==> src/rtl/mux4_rr_arbiter.sv <==
// Round-robin arbiter that owns a shared 4:1 data mux, with tenures capped at MAX_HOLD cycles.
// Optional per-channel tenure counters are compiled in with `define MUX_ARB_STATS_EN.
module mux4_rr_arbiter #(
  parameter int DW       = 8,
  parameter int MAX_HOLD = 4,
  parameter int CNT_W    = 8
) (
  input  logic            clk,
  input  logic            rst_n,
  input  logic [3:0]      req,
  input  logic [4*DW-1:0] din,
  output logic [3:0]      gnt,
  output logic [1:0]      sel,
  output logic [DW-1:0]   dout,
  output logic            dout_vld,
  output logic            busy
`ifdef MUX_ARB_STATS_EN
  ,
  input  logic              cnt_clr,
  output logic [4*CNT_W-1:0] gnt_cnt
`endif
);

  localparam int HW = $clog2(MAX_HOLD + 1);

  if (MAX_HOLD < 1 || CNT_W < 1) begin : g_bad_param
    $error("mux4_rr_arbiter: MAX_HOLD and CNT_W must be at least 1");
  end

  typedef enum logic {IDLE, GRANT} state_t;

  state_t          state_q, state_d;
  logic [3:0]      gnt_q, gnt_d;
  logic [1:0]      sel_q, sel_d;
  logic [1:0]      ptr_q, ptr_d;
  logic [HW-1:0]   hold_q, hold_d;
  logic            load;
  logic [1:0]      win;
  logic [2:0]      arb;

  // Returns {found, index} of the first request at or after p, wrapping mod 4.
  function automatic logic [2:0] pick(input logic [3:0] r, input logic [1:0] p);
    logic [2:0] res;
    logic [1:0] idx;
    res = 3'b000;
    for (int i = 3; i >= 0; i--) begin
      idx = p + 2'(i);
      if (r[idx]) res = {1'b1, idx};
    end
    return res;
  endfunction

  always_ff @(posedge clk or negedge rst_n) begin
    if (!rst_n) begin
      state_q <= IDLE;
      gnt_q   <= '0;
      sel_q   <= '0;
      ptr_q   <= '0;
      hold_q  <= '0;
    end else begin
      state_q <= state_d;
      gnt_q   <= gnt_d;
      sel_q   <= sel_d;
      ptr_q   <= ptr_d;
      hold_q  <= hold_d;
    end
  end

  always_comb begin
    state_d = state_q;
    gnt_d   = gnt_q;
    sel_d   = sel_q;
    ptr_d   = ptr_q;
    hold_d  = hold_q;
    load    = 1'b0;
    win     = 2'd0;
    arb     = pick(req, ptr_q);
    case (state_q)
      IDLE: begin
        if (arb[2]) begin
          load    = 1'b1;
          win     = arb[1:0];
          state_d = GRANT;
        end
      end
      GRANT: begin
        if (!req[sel_q] || hold_q == HW'(MAX_HOLD)) begin
          // Tenure over: the pointer moves past the outgoing owner before rearbitrating.
          ptr_d = sel_q + 2'd1;
          arb   = pick(req, sel_q + 2'd1);
          if (arb[2]) begin
            load = 1'b1;
            win  = arb[1:0];
          end else begin
            gnt_d   = '0;
            state_d = IDLE;
          end
        end else begin
          hold_d = hold_q + HW'(1);
        end
      end
      default: state_d = IDLE;
    endcase
    if (load) begin
      gnt_d  = 4'b0001 << win;
      sel_d  = win;
      hold_d = HW'(1);
    end
  end

  always_comb begin
    busy     = (state_q == GRANT);
    dout_vld = (|gnt_q) && req[sel_q];
    dout     = '0;
    if (dout_vld) begin
      for (int i = 0; i < 4; i++) begin
        if (sel_q == 2'(i)) dout = din[i*DW +: DW];
      end
    end
  end

  assign gnt = gnt_q;
  assign sel = sel_q;

`ifdef MUX_ARB_STATS_EN
  logic [3:0][CNT_W-1:0] cnt_q, cnt_d;

  // Clear wins over a same-edge increment; counters stick at all-ones.
  always_comb begin
    cnt_d = cnt_q;
    if (cnt_clr) begin
      cnt_d = '0;
    end else if (load && cnt_q[win] != {CNT_W{1'b1}}) begin
      cnt_d[win] = cnt_q[win] + CNT_W'(1);
    end
  end

  always_ff @(posedge clk or negedge rst_n) begin
    if (!rst_n) cnt_q <= '0;
    else        cnt_q <= cnt_d;
  end

  assign gnt_cnt = cnt_q;
`endif

endmodule

==> config.mk <==
export PLATFORM = sky130hd
export DESIGN_NAME = mux4_rr_arbiter
export DESIGN_NICKNAME = d
export VERILOG_FILES = /design/src/rtl/mux4_rr_arbiter.sv
export SDC_FILE = /design/constraint.sdc
export NUM_CORES = 1
export LEC_CHECK = 0
export CORE_AREA = 2 2 58 60
export CTS_CLUSTER_SIZE = 10
export DETAILED_ROUTE_END_ITERATION = 8
export DIE_AREA = 0 0 60 62
export PLACE_DENSITY = 0.76
export SLEW_MARGIN = 0
export SYNTH_ARGS = -nofsm -noshare
export SYNTH_HDL_FRONTEND = slang
export SYNTH_SLANG_ARGS = --single-unit
==> constraint.sdc <==
create_clock -name clk -period 1.68 [get_ports clk]
set_input_delay 0.168 -clock clk [delete_from_list [all_inputs] [get_ports clk]]
set_output_delay 0.168 -clock clk [all_outputs]
set_load 0.005 [all_outputs]
# Yosys cells after proc, flatten, opt, wreduce, memory -nomap -nowiden
# Index checks and enable logic that the tools add are counted.
# word_totals
wordCells	90
in_bits	38
output_inout_bits	16
regBits	12
# op_classes
n_reduce_logical	10
shifts	1
bitwise_logic	1
n_addsub	8
mux	50
n_eq_ne	6
n_lt_le_gt_ge	9
# ops
op	n
2-to-1 mux 8 bit	5
2-to-1 mux 3 bit	13
< comparator 2 x 3 -> 1 bit (second input constant)	9
binary-select mux 1 bit (select 2 bit)	9
2-to-1 mux 4 bit	4
2-to-1 mux 1 bit	13
adder 2 bit (second input constant)	4
adder 2 x 1 -> 2 bit (second input constant)	3
2-to-1 mux 2 bit	3
== test 2 bit (second input constant)	2
inequality test 2 bit (second input constant)	2
case mux 1 bit (2 select lines)	2
case mux 2 bit (2 select lines)	1
AND reduction 2 bit	2
nonzero test 2 bit	2
OR reduction 4 bit	1
left shift 1 x 2 -> 4 bit (first input constant)	1
adder 3 x 1 -> 3 bit (second input constant)	1
== test 3 bit (second input constant)	1
AND reduction 3 bit	1
== test 2 x 1 -> 1 bit (second input constant)	1
zero test 2 bit	1
logical AND 1 bit	1
zero test 1 bit	1
other kinds (2)	2

# Depth between registers and ports, before layout
# Gate-level depths: netlist of run 1.
# depth
ltp_word	15
ltp_mapped	9
ltp_nobuf	7

# Least setup slack after synthesis of run 1
# No wires, ideal clock.
# synth_path
path_type	register -> register
from	register sel_q[0] (netlist: sel[0])
to	register gnt_q[2] (netlist: gnt[2])
required_time_ps	1558
arrival_ps	1787
setup_slack_ps	-228
path_stages_with_launch	8
setup_time_ps	122
n_path_buf	1
synth_period_minus_slack_ps	1908
cell_sequence	dfrtp_1 > buf_4 > inv_1 > ha_1 > a21oi_1 > o41a_1 > o22a_1 > a32o_1
# synth_via
elab_chain_len	15
elab_cells_between_ends	34
classes_between	add/sub: 4; eq/ne: 1; shift: 1; mux: 23; reduce/logical: 5
# synth_lines
item	line	text
start, declared	34	logic [1:0] sel_q, sel_d;
start signal, assigned	63	sel_q <= sel_d;
adder 2 x 1 -> 2 bit	90	arb = pick(req, sel_q + 2'd1);
adder 2 bit	47	idx = p + 2'(i);
binary-select mux 1 bit (select 2 bit)	48	if (r[idx]) res = {1'b1, idx};
2-to-1 mux 1 bit (not written as such)	48	
2-to-1 mux 3 bit (4 in series)	48	
2-to-1 mux 3 bit	87	if (!req[sel_q] || hold_q == HW'(MAX_HOLD)) begin
2-to-1 mux 3 bit	78	case (state_q)
2-to-1 mux 1 bit or 2-to-1 mux 2 bit (tied branches)	91	if (arb[2]) begin
2-to-1 mux 1 bit or 2-to-1 mux 2 bit (tied branches)	87	
case mux 1 bit (2 select lines) or case mux 2 bit (2 select lines) (tied branches)	78	
inequality test 2 bit (no line), or another cell as far along	n/a	
AND reduction 3 bit (no line) or 2-to-1 mux 4 bit (tied branches)	n/a	
end signal, assigned	62	gnt_q <= gnt_d;
end, declared	33	logic [3:0] gnt_q, gnt_d;
# Parallel ways exist; a longest one is shown, timed or not. The select of a mux whose other input is x is not followed.
# A chain may end at the register's enable or synchronous reset.

# Worst setup path after layout of run 1
# layout_path
from	register sel_q[0] (netlist: sel[0])
to	output dout[3]
# layout_via
elab_chain_len	6
elab_cells_between_ends	12
classes_between	eq/ne: 3; mux: 7; reduce/logical: 2
# layout_lines
item	line	text
zero test 2 bit	117	if (sel_q == 2'(i)) dout = din[i*DW +: DW];
2-to-1 mux 8 bit (4 in series)	117	
2-to-1 mux 8 bit (*)	115	if (dout_vld) begin
end, declared	14	output logic [DW-1:0] dout,
# Mark *: on every way between the ends. The rest lies on a longest branch, timed or not. The select of a mux whose other input is x is not followed.

==> results.json, run 1 <==
{
  "synth_top_area_share_pct": 26.9,
  "wl_met3_um": 358,
  "cts-root-buf": "clkbuf_4",
  "clock-sinks": 12,
  "finalClockSkew_ns": 0.000765,
  "path_buf_inv": 3,
  "io_buffers": 53,
  "grt_pass1_wl_um": 6270,
  "drc": 0,
  "fillCellCount": 212,
  "dp_hpwl_um": 2990,
  "violations": "setup timing",
  "synth_top_area_cell": "dfrtp_1",
  "rr_startpoint": "sel[1]$_DFFE_PN0P_",
  "hold_violations": 0,
  "critPathKind": "register to output port",
  "cts_max_path_buffers": 2,
  "drive_gt1_share_pct": 50.9,
  "synth.cell_area_sq_mm": 0.00112,
  "cp_slowest_stage_delay_ns": 0.45,
  "fp.dieH_um": 62,
  "fin_ws_ns": -0.452,
  "worst_ir_drop_vdd_mv": 1.12,
  "viasPerCell": 5.26,
  "critPathTopFamily": "simple AND/OR/NAND/NOR gates",
  "ys_ff_latch": 12,
  "fp-row-count": 21,
  "ys_warn_count": 0,
  "grt_pass1_vias": 1403,
  "syn_avg_cell_area_sq_um": 8.46,
  "crit_path_end_kind": "output port",
  "netlist_top_cells_count": "nor2_1, a21oi_1, dfrtp_1",
  "route.met2.wl_um": 2580,
  "clkTransAtPathRegs_ns": 0.08,
  "setup_viol": 18,
  "critPathLaunchType": "register",
  "final_area_sq_mm": 0.00242,
  "ys_top_cells_by_area": "dfrtp_1, ha_1, a221oi_1",
  "synth_edf_count": 0,
  "wirelength_um": 4910,
  "path_cells": "buf_6 -> ha_4 -> nor2b_4 -> buf_6 -> a221oi_2 -> nor3_2 -> a21oi_2 -> nor2_1 -> buf_2",
  "p_leak_nw": 1.04,
  "slew_headroom_pct": 62.6,
  "cp.arrival_ns": 1.96,
  "cts_tree": "built",
  "worst_ep_required_time_ns": 1.51,
  "antenna_found_initial": 0,
  "crit_fanout": 6,
  "syn_to_final_growth_pct": 116,
  "ioPinCount": 54,
  "dieArea_sq_mm": 0.00372,
  "grt-ovfl-total": 0,
  "maxCapViolCount": 0,
  "drt-pass1-iter-count": 4,
  "max_freq_ghz": 0.469,
  "status": "finished with violations",
  "period_share_pct": 127,
  "drv_slew": 0,
  "yosysMostFrequentCell": "nor2_1",
  "ys_async_sr_fraction_pct": 100,
  "vias": 1463,
  "core_area_sq_mm": 0.00318,
  "ff2ff_setup_slack_ns": -0.36,
  "r2r_end": "gnt[0]$_DFFE_PN0P_",
  "grt_max_degree": 17,
  "p_per_area_mw_per_mm2": 1990,
  "grtUsageTotal_pct": 22.3,
  "rsz0062_at_grt": "yes",
  "min_period_ns": 2.13,
  "ys.flop_type": "dfrtp_1",
  "drt-initial-drc-count": 104,
  "gp_congestion": 0.918,
  "routedWlPerCell_um": 17.7,
  "htree_levels": 1,
  "worst_pin_slew_ns": 0.559,
  "postRouteAntennaNets": 0,
  "clock_latency_ns": 0.27,
  "nNetsFinal": 277,
  "synth_cell_type_count": 40,
  "yosysSeqAreaShare_pct": 26.9,
  "place_area_sq_mm": 0.00196,
  "cts_made_buffers": 3,
  "synthCells": 132,
  "final_util_pct": 76.0,
  "cp_common_cell": "buf_6",
  "rr_worst_depth": 8,
  "met1Wirelength_um": 1860,
  "highest_layer": "met4",
  "die_w_um": 60,
  "worst_hold_path_type": "primary input to asynchronous set/reset pin",
  "start_util_pct": 35.1,
  "syn-num-nets": 176,
  "antennaDiodeCount": 0,
  "crit_slowest_cell": "dfrtp_2"
}
==> where the power goes <==
part           switching [W]  internal (W)
Combinational        0.00175       0.00228
Clock               0.000104      0.000132
Sequential          0.000122      0.000425
Total                0.00197       0.00283
==> what timing repair did <==
action                                  4_1_cts  5_1_grt
endpoints found under the hold margin         0        0
resized for setup                            71       36
gates cloned                                  0        1
pin swaps                                    27       20
hold buffers                                  0        0
setup buffers                                19        6
endpoints found under the setup margin       18       19
==> registers in the layout (all words and copies together), names as in the netlist <==
register	flops
busy	1
gnt	4
hold_q	3
ptr_q	2
sel	2
==> worst reg2reg max path: cells and delay by family, from the launching register on <==
kind                   cells  cell delay, ns
AOI/OAI and AO/OA          4            0.86
buffers and inverters      3            0.37
DFF                        1            0.42
muxes                      1            0.29
==> cell families (layout without fill, tap and decap cells) <==
group	Yosys count	count (layout)	share of synthesized area [%]
adders and majority gates	6	6	6.72
DFF	12	12	26.9
AOI/OAI and AO/OA	44	44	31.2
muxes	4	4	4.37
xor gates and xnor gates	1	1	0.784
buffers and inverters	17	117	7.73
and+or+nand+nor	48	48	22.3
==> per-layer routing <==
metal	up-vias	global-route usage [%]
met2	68	42.9
met3	8	3.11
met1	702	24.8
met4	0	8.57
met5	-	0
li1	685	-
==> per-stage QoR <==
stage	setup slack [ns]	TNS, ns	power (W)	instances	hold WS, ns
after CTS	-0.411	-4.61	0.00415	275	0.249
after global routing	-0.481	-6.04	0.00506	278	0.282
after global placement	-0.325	-3.88	0.00317	252	0.516
after detailed placement	-0.459	-5.23	0.00329	252	0.532
after floorplan	-0.0678	-0.147	0.00204	132	-0.128
final	-0.452	-4.92	0.00481	278	0.249
==> layout make-up <==
cell class	instances	area, sq um	area share [%]
Timing Repair Buffer	104	992	41.1
Tap cell	46	57.6	2.38
Inverter	9	36.3	1.50
Multi-Input combinational cell	103	991	41.0
Sequential cell	12	303	12.5
Clock buffer	4	36.3	1.50
==> worst max-delay path by stage <==
stage / from / slack, ns / to / cells past startpoint
floorplan: sel[0]$_DFFE_PN0P_ / -0.07 / gnt[2]$_DFFE_PN0P_ / 7
global placement: req[2] / -0.33 / gnt[0]$_DFFE_PN0P_ / 7
detailed placement: sel[0]$_DFFE_PN0P_ / -0.46 / dout[3] / 8
CTS: sel[0]$_DFFE_PN0P_ / -0.41 / dout[3] / 10
global route: sel[0]$_DFFE_PN0P_ / -0.48 / dout[3] / 9
finish: sel[0]$_DFFE_PN0P_ / -0.45 / dout[3] / 9
==> placed cells by master, fill, tap and decap left out, types with 5 or more instances in the layout <==
| cell | synthesis | routed |
|---|---|---|
| a21oi_1 | 12 | 8 |
| buf_4 | 2 | 28 |
| nor2b_1 | 8 | 7 |
| dfrtp_1 | 12 | 10 |
| nor2_1 | 14 | 9 |
| buf_2 | 0 | 8 |
| clkdlybuf4s50_1 | 0 | 44 |
| inv_1 | 9 | 6 |
| a221oi_2 | 0 | 5 |
| buf_6 | 2 | 21 |
| nand2_1 | 10 | 8 |
| a21oi_2 | 1 | 5 |
Note: power is estimated with default switching activity, not from simulation.
==> inputs of run 2 (changes only) <==
--- a/config.mk
+++ b/config.mk
@@ -5,11 +5,11 @@
 export SDC_FILE = /design/constraint.sdc
 export NUM_CORES = 1
 export LEC_CHECK = 0
-export CORE_AREA = 2 2 58 60
+export CORE_AREA = 2 2 74 48
 export CTS_CLUSTER_SIZE = 10
 export DETAILED_ROUTE_END_ITERATION = 8
-export DIE_AREA = 0 0 60 62
-export PLACE_DENSITY = 0.76
+export DIE_AREA = 0 0 76 50
+export PLACE_DENSITY = 0.75
 export SLEW_MARGIN = 0
 export SYNTH_ARGS = -nofsm -noshare
 export SYNTH_HDL_FRONTEND = slang
==> results.json, run 2 (synthesized netlist as in run 1, its figures left out) <==
{
  "status": "finished with violations",
  "violations": "setup timing",
  "setup_viol": 17,
  "routedWlPerCell_um": 17.7,
  "period_share_pct": 121,
  "rsz0062_at_grt": "yes",
  "hold_violations": 0,
  "final_cell_mix": "clkdlybuf4s50_1, buf_4, buf_6",
  "fin_ws_ns": -0.345,
  "grt_pass1_vias": 1467,
  "antenna_found_initial": 0,
  "layout_commonest_cell": "clkdlybuf4s50_1",
  "hold_buffers": 0,
  "io_buffers": 53,
  "start_util_pct": 36.0,
  "max_freq_ghz": 0.494,
  "crit_path_end_kind": "output port",
  "clkTransAtPathRegs_ns": 0.05,
  "antennaDiodeCount": 0,
  "viasPerCell": 5.32,
  "cp_common_cell": "buf_6",
  "critPathTopFamily": "buffers and inverters",
  "crit_start": "sel[1]$_DFFE_PN0P_",
  "ioPinCount": 54,
  "slew_headroom_pct": 64.1,
  "dieArea_sq_mm": 0.00380,
  "nNetsFinal": 285,
  "rr_startpoint": "sel[1]$_DFFE_PN0P_",
  "worst_ep_required_time_ns": 1.51,
  "fp-row-count": 16,
  "drc": 0,
  "syn_to_final_growth_pct": 124,
  "critPathKind": "register to output port",
  "cts_made_buffers": 3,
  "dp_slack_ns": -0.454,
  "worst_hold_path_type": "primary input to asynchronous set/reset pin",
  "drv_slew": 0,
  "htree_levels": 1,
  "grt-ovfl-total": 0,
  "drt-pass1-iter-count": 4,
  "grtUsageTotal_pct": 23.3,
  "clock-sinks": 12,
  "clock_latency_ns": 0.24,
  "postRouteAntennaNets": 0,
  "grt_pass1_wl_um": 7070,
  "cp_slowest_stage_delay_ns": 0.43,
  "drive_gt1_share_pct": 53.8,
  "crit_fanout": 7,
  "cp.arrival_ns": 1.86,
  "crit_slowest_cell": "dfrtp_2",
  "core_area_sq_mm": 0.00310,
  "vias": 1515,
  "path_buf_inv": 4,
  "cts_tree": "built",
  "wirelength_um": 5030,
  "grt_max_degree": 13,
  "dp_cells": 252,
  "gp_congestion": 0.856,
  "min_period_ns": 2.02,
  "dp_hpwl_um": 2920,
  "cts-root-buf": "clkbuf_8",
  "path_cells": "buf_6 -> buf_6 -> ha_4 -> buf_8 -> a221oi_4 -> nor3_2 -> a21oi_1 -> nor2_1 -> buf_2",
  "p_per_area_mw_per_mm2": 1940,
  "worst_ir_drop_vdd_mv": 1.07,
  "maxCapViolCount": 0,
  "drt-initial-drc-count": 34,
  "finalClockSkew_ns": 0.00831,
  "die_w_um": 76,
  "power_w": 0.00486,
  "worst_pin_slew_ns": 0.536,
  "largest_reg_flops": 4,
  "final_cells": 285,
  "finalSetupTns_ns": -3.90,
  "holdWs_ns": 0.276,
  "p_leak_nw": 1.10,
  "critPathLaunchType": "register",
  "cts_max_path_buffers": 2,
  "fp.dieH_um": 50
}
## run 2: stage by stage
stage,utilization [%],instance area (sq um)
floorplan,-,1210
global placement,62.6,1940
detailed placement,62.6,1940
CTS,71.5,2220
global route,80.6,2500
finish,80.6,2500
## run 2: report_power, final
| group | internal [W] | leakage (nW) | total, W | switching (W) |
|---|---|---|---|---|
| registers | 0.000426 | 0.143 | 0.000561 | 0.000135 |
| clock network | 0.000167 | 0.0228 | 0.000268 | 0.000101 |
| logic | 0.00229 | 0.934 | 0.00403 | 0.00173 |
| total | 0.00289 | 1.10 | 0.00486 | 0.00197 |
## run 2: metal layers
metal  part of all wire [%]  global-route usage [%]
met5                      0                       0
met4                    2.9                    6.06
met3                    6.1                    5.31
met2                     49                    42.9
met1                     42                    27.8
## run 2: area by class of cell
| class | instances | area, sq um |
|---|---|---|
| clock buffers | 4 | 45.0 |
| fillers | 187 | 601 |
| inverters | 9 | 38.8 |
| multi-input cells | 103 | 1030 |
| flip-flops and latches | 12 | 303 |
| well taps | 45 | 56.3 |
| repair buffers | 112 | 1030 |
## run 2: path summary, 6_finish.rpt
path | end | slack (ns) | depth (start not counted)
worst max register to register | gnt[0]$_DFFE_PN0P_ | -0.26 | 7
min in group clk | ptr_q[0]$_DFFE_PN0P_ | 0.56 | 2
worst min-delay path | gnt[2]$_DFFE_PN0P_ | 0.28 | 1
worst min register to register | ptr_q[0]$_DFFE_PN0P_ | 0.56 | 2
worst max-delay path | dout[3] | -0.34 | 9
max in group asynchronous | sel[1]$_DFFE_PN0P_ | 1.02 | 1
## run 2: worst reg2reg max path, delay by kind of cell (launching register included)
| kind | cells | cell delay [ns] |
|---|---|---|
| buffers and inverters | 2 | 0.27 |
| muxes | 1 | 0.25 |
| DFF | 1 | 0.40 |
| AOI/OAI and AO/OA | 4 | 0.90 |
## run 2: timing repair
action	in CTS	in global routing
cloned	0	0
pin swaps	30	24
gates resized for setup	70	51
buffers inserted	21	14
setup endpoints to repair	16	20
==> inputs of run 3 (changes only) <==
--- a/config.mk
+++ b/config.mk
@@ -9,6 +9,7 @@
 export CTS_CLUSTER_SIZE = 10
 export DETAILED_ROUTE_END_ITERATION = 8
 export DIE_AREA = 0 0 76 50
+export GPL_TIMING_DRIVEN = 0
 export PLACE_DENSITY = 0.75
 export SLEW_MARGIN = 0
 export SYNTH_ARGS = -nofsm -noshare
==> results.json, run 3 (synthesized netlist as in run 1, its figures left out) <==
{
  "cts-root-buf": "clkbuf_8",
  "cts_made_buffers": 3,
  "syn_to_final_growth_pct": 100,
  "period_share_pct": 122,
  "drive_gt1_share_pct": 43.6,
  "min_period_ns": 2.06,
  "nNetsFinal": 256,
  "cp.arrival_ns": 1.89,
  "final_cell_mix": "clkdlybuf4s50_1, buf_4, buf_6, a21oi_1, nor2_1",
  "setup_viol": 17,
  "grtUsageTotal_pct": 20.9,
  "p_leak_nw": 0.937,
  "dieArea_sq_mm": 0.00380,
  "die_w_um": 76,
  "wirelength_um": 4230,
  "vias": 1352,
  "fp-row-count": 16,
  "critPathLaunchType": "register",
  "max_freq_ghz": 0.486,
  "ioPinCount": 54,
  "io_buffers": 50,
  "clock-sinks": 12,
  "dp_slack_ns": -0.679,
  "crit_fanout": 6,
  "antennaDiodeCount": 0,
  "grt_max_degree": 13,
  "final-seq-area_sq_um": 303,
  "clock_latency_ns": 0.25,
  "largest_reg_flops": 4,
  "rsz0062_at_grt": "yes",
  "p_per_area_mw_per_mm2": 1920,
  "worst_ep_required_time_ns": 1.51,
  "hold_violations": 0,
  "cts_max_path_buffers": 2,
  "gp_congestion": 0.780,
  "maxCapViolCount": 0,
  "slew_headroom_pct": 63.4,
  "antenna_found_initial": 0,
  "fin_ws_ns": -0.377,
  "worst_ir_drop_vdd_mv": 1.12,
  "layout_commonest_cell": "clkdlybuf4s50_1",
  "grt_pass1_vias": 1316,
  "worst_hold_path_type": "primary input to register",
  "finalSetupTns_ns": -3.99,
  "drv_slew": 0,
  "grt_pass1_wl_um": 6350,
  "cts_tree": "built",
  "htree_levels": 1,
  "worst_pin_slew_ns": 0.548,
  "fp.dieH_um": 50,
  "status": "finished with violations",
  "clkTransAtPathRegs_ns": 0.06,
  "viasPerCell": 5.28,
  "multiInputGateArea_sq_um": 981,
  "crit_slowest_cell": "dfrtp_2",
  "path_cells": "inv_4 -> buf_12 -> ha_4 -> nor2b_4 -> buf_6 -> a221oi_4 -> nor3_2 -> a21oi_1 -> nor2_1 -> buf_2",
  "start_util_pct": 36.0,
  "dp_hpwl_um": 2630,
  "grt-ovfl-total": 0,
  "drt-pass1-iter-count": 5,
  "cp_slowest_stage_delay_ns": 0.40,
  "routedWlPerCell_um": 16.5,
  "drt-initial-drc-count": 26,
  "postRouteAntennaNets": 0,
  "critPathKind": "register to output port",
  "finalClockSkew_ns": 0.00896,
  "violations": "setup timing",
  "core_area_sq_mm": 0.00310,
  "fillCellCount": 228,
  "drc": 0,
  "crit_path_end_kind": "output port"
}
[run 3: changes by cell type in the layout (fill, tap and decap cells not counted), sizes merged]
cell,delta
dlymetal6s2s,-1
clkbuf,+5
clkdlybuf4s50,-3
buf,-31
dlygate4sd2,+1
[run 3: worst paths after layout]
check | from | end | slack (ns) | cells after the start
max | sel[1]$_DFFE_PN0P_ | dout[4] | -0.38 | 10
min | req[3] | sel[1]$_DFFE_PN0P_ | 0.27 | 3
max reg2reg | sel[0]$_DFFE_PN0P_ | gnt[2]$_DFFE_PN0P_ | -0.25 | 7
min reg2reg | hold_q[0]$_DFFE_PN0P_ | hold_q[0]$_DFFE_PN0P_ | 0.51 | 1
max in group asynchronous | rst_n | sel[0]$_DFFE_PN0P_ | 1.01 | 1
min in group asynchronous | rst_n | hold_q[2]$_DFFE_PN0P_ | 0.28 | 1
[run 3: critical path, delay by kind of cell, from the launching register on]
| kind | cells | cell delay [ns] |
|---|---|---|
| compound gates | 2 | 0.39 |
| fa+ha+maj | 1 | 0.14 |
| buf+inv | 4 | 0.42 |
| flops | 1 | 0.40 |
| simple gates | 3 | 0.27 |
[run 3: timing repair]
item                                    CTS  global route
pin swaps                                25            18
hold buffers                              0             0
buffers inserted                         19             8
gates cloned                              1             0
gates resized for setup                  72            21
endpoints found under the setup margin   17            20
endpoints found under the hold margin     0             0
[run 3: routing by layer]
layer / part of all wire [%] / track usage, % / up-vias
met3: 6.7 / 6.04 / 6
met2: 50 / 38.8 / 58
met4: 1.3 / 3.94 / 0
li1: - / - / 641
met1: 42 / 24.5 / 647
met5: 0 / 0 / -
[run 3: layout make-up]
type | instances | share of cell area (%)
buffer | 7 | 3.91
clock buffer | 4 | 2.46
inverter | 9 | 1.84
multi-input combinational | 103 | 43.8
sequential | 12 | 13.5
tap | 45 | 2.52
timing repair buffer | 76 | 31.9
[run 3: report_power, final]
group	internal (W)	switching [W]
combinational	0.00191	0.00150
sequential	0.000426	0.000138
clock	0.000207	0.000108
total	0.00255	0.00175
[run 3: metrics by stage]
| step | hold WS, ns | instance area [sq um] | util (%) | instances | power (W) |
|---|---|---|---|---|---|
| 4_1_cts | 0.261 | 2150 | 69.2 | 251 | 0.00396 |
| 2_1_floorplan | -0.128 | 1210 | - | 132 | 0.00204 |
| 5_1_grt | 0.288 | 2240 | 72.1 | 256 | 0.00456 |
| 3_3_place_gp | 0.481 | 1770 | 56.9 | 227 | 0.00277 |
| 6_report | 0.273 | 2240 | 72.1 | 256 | 0.00430 |
| 3_5_place_dp | 0.509 | 1770 | 56.9 | 227 | 0.00284 |
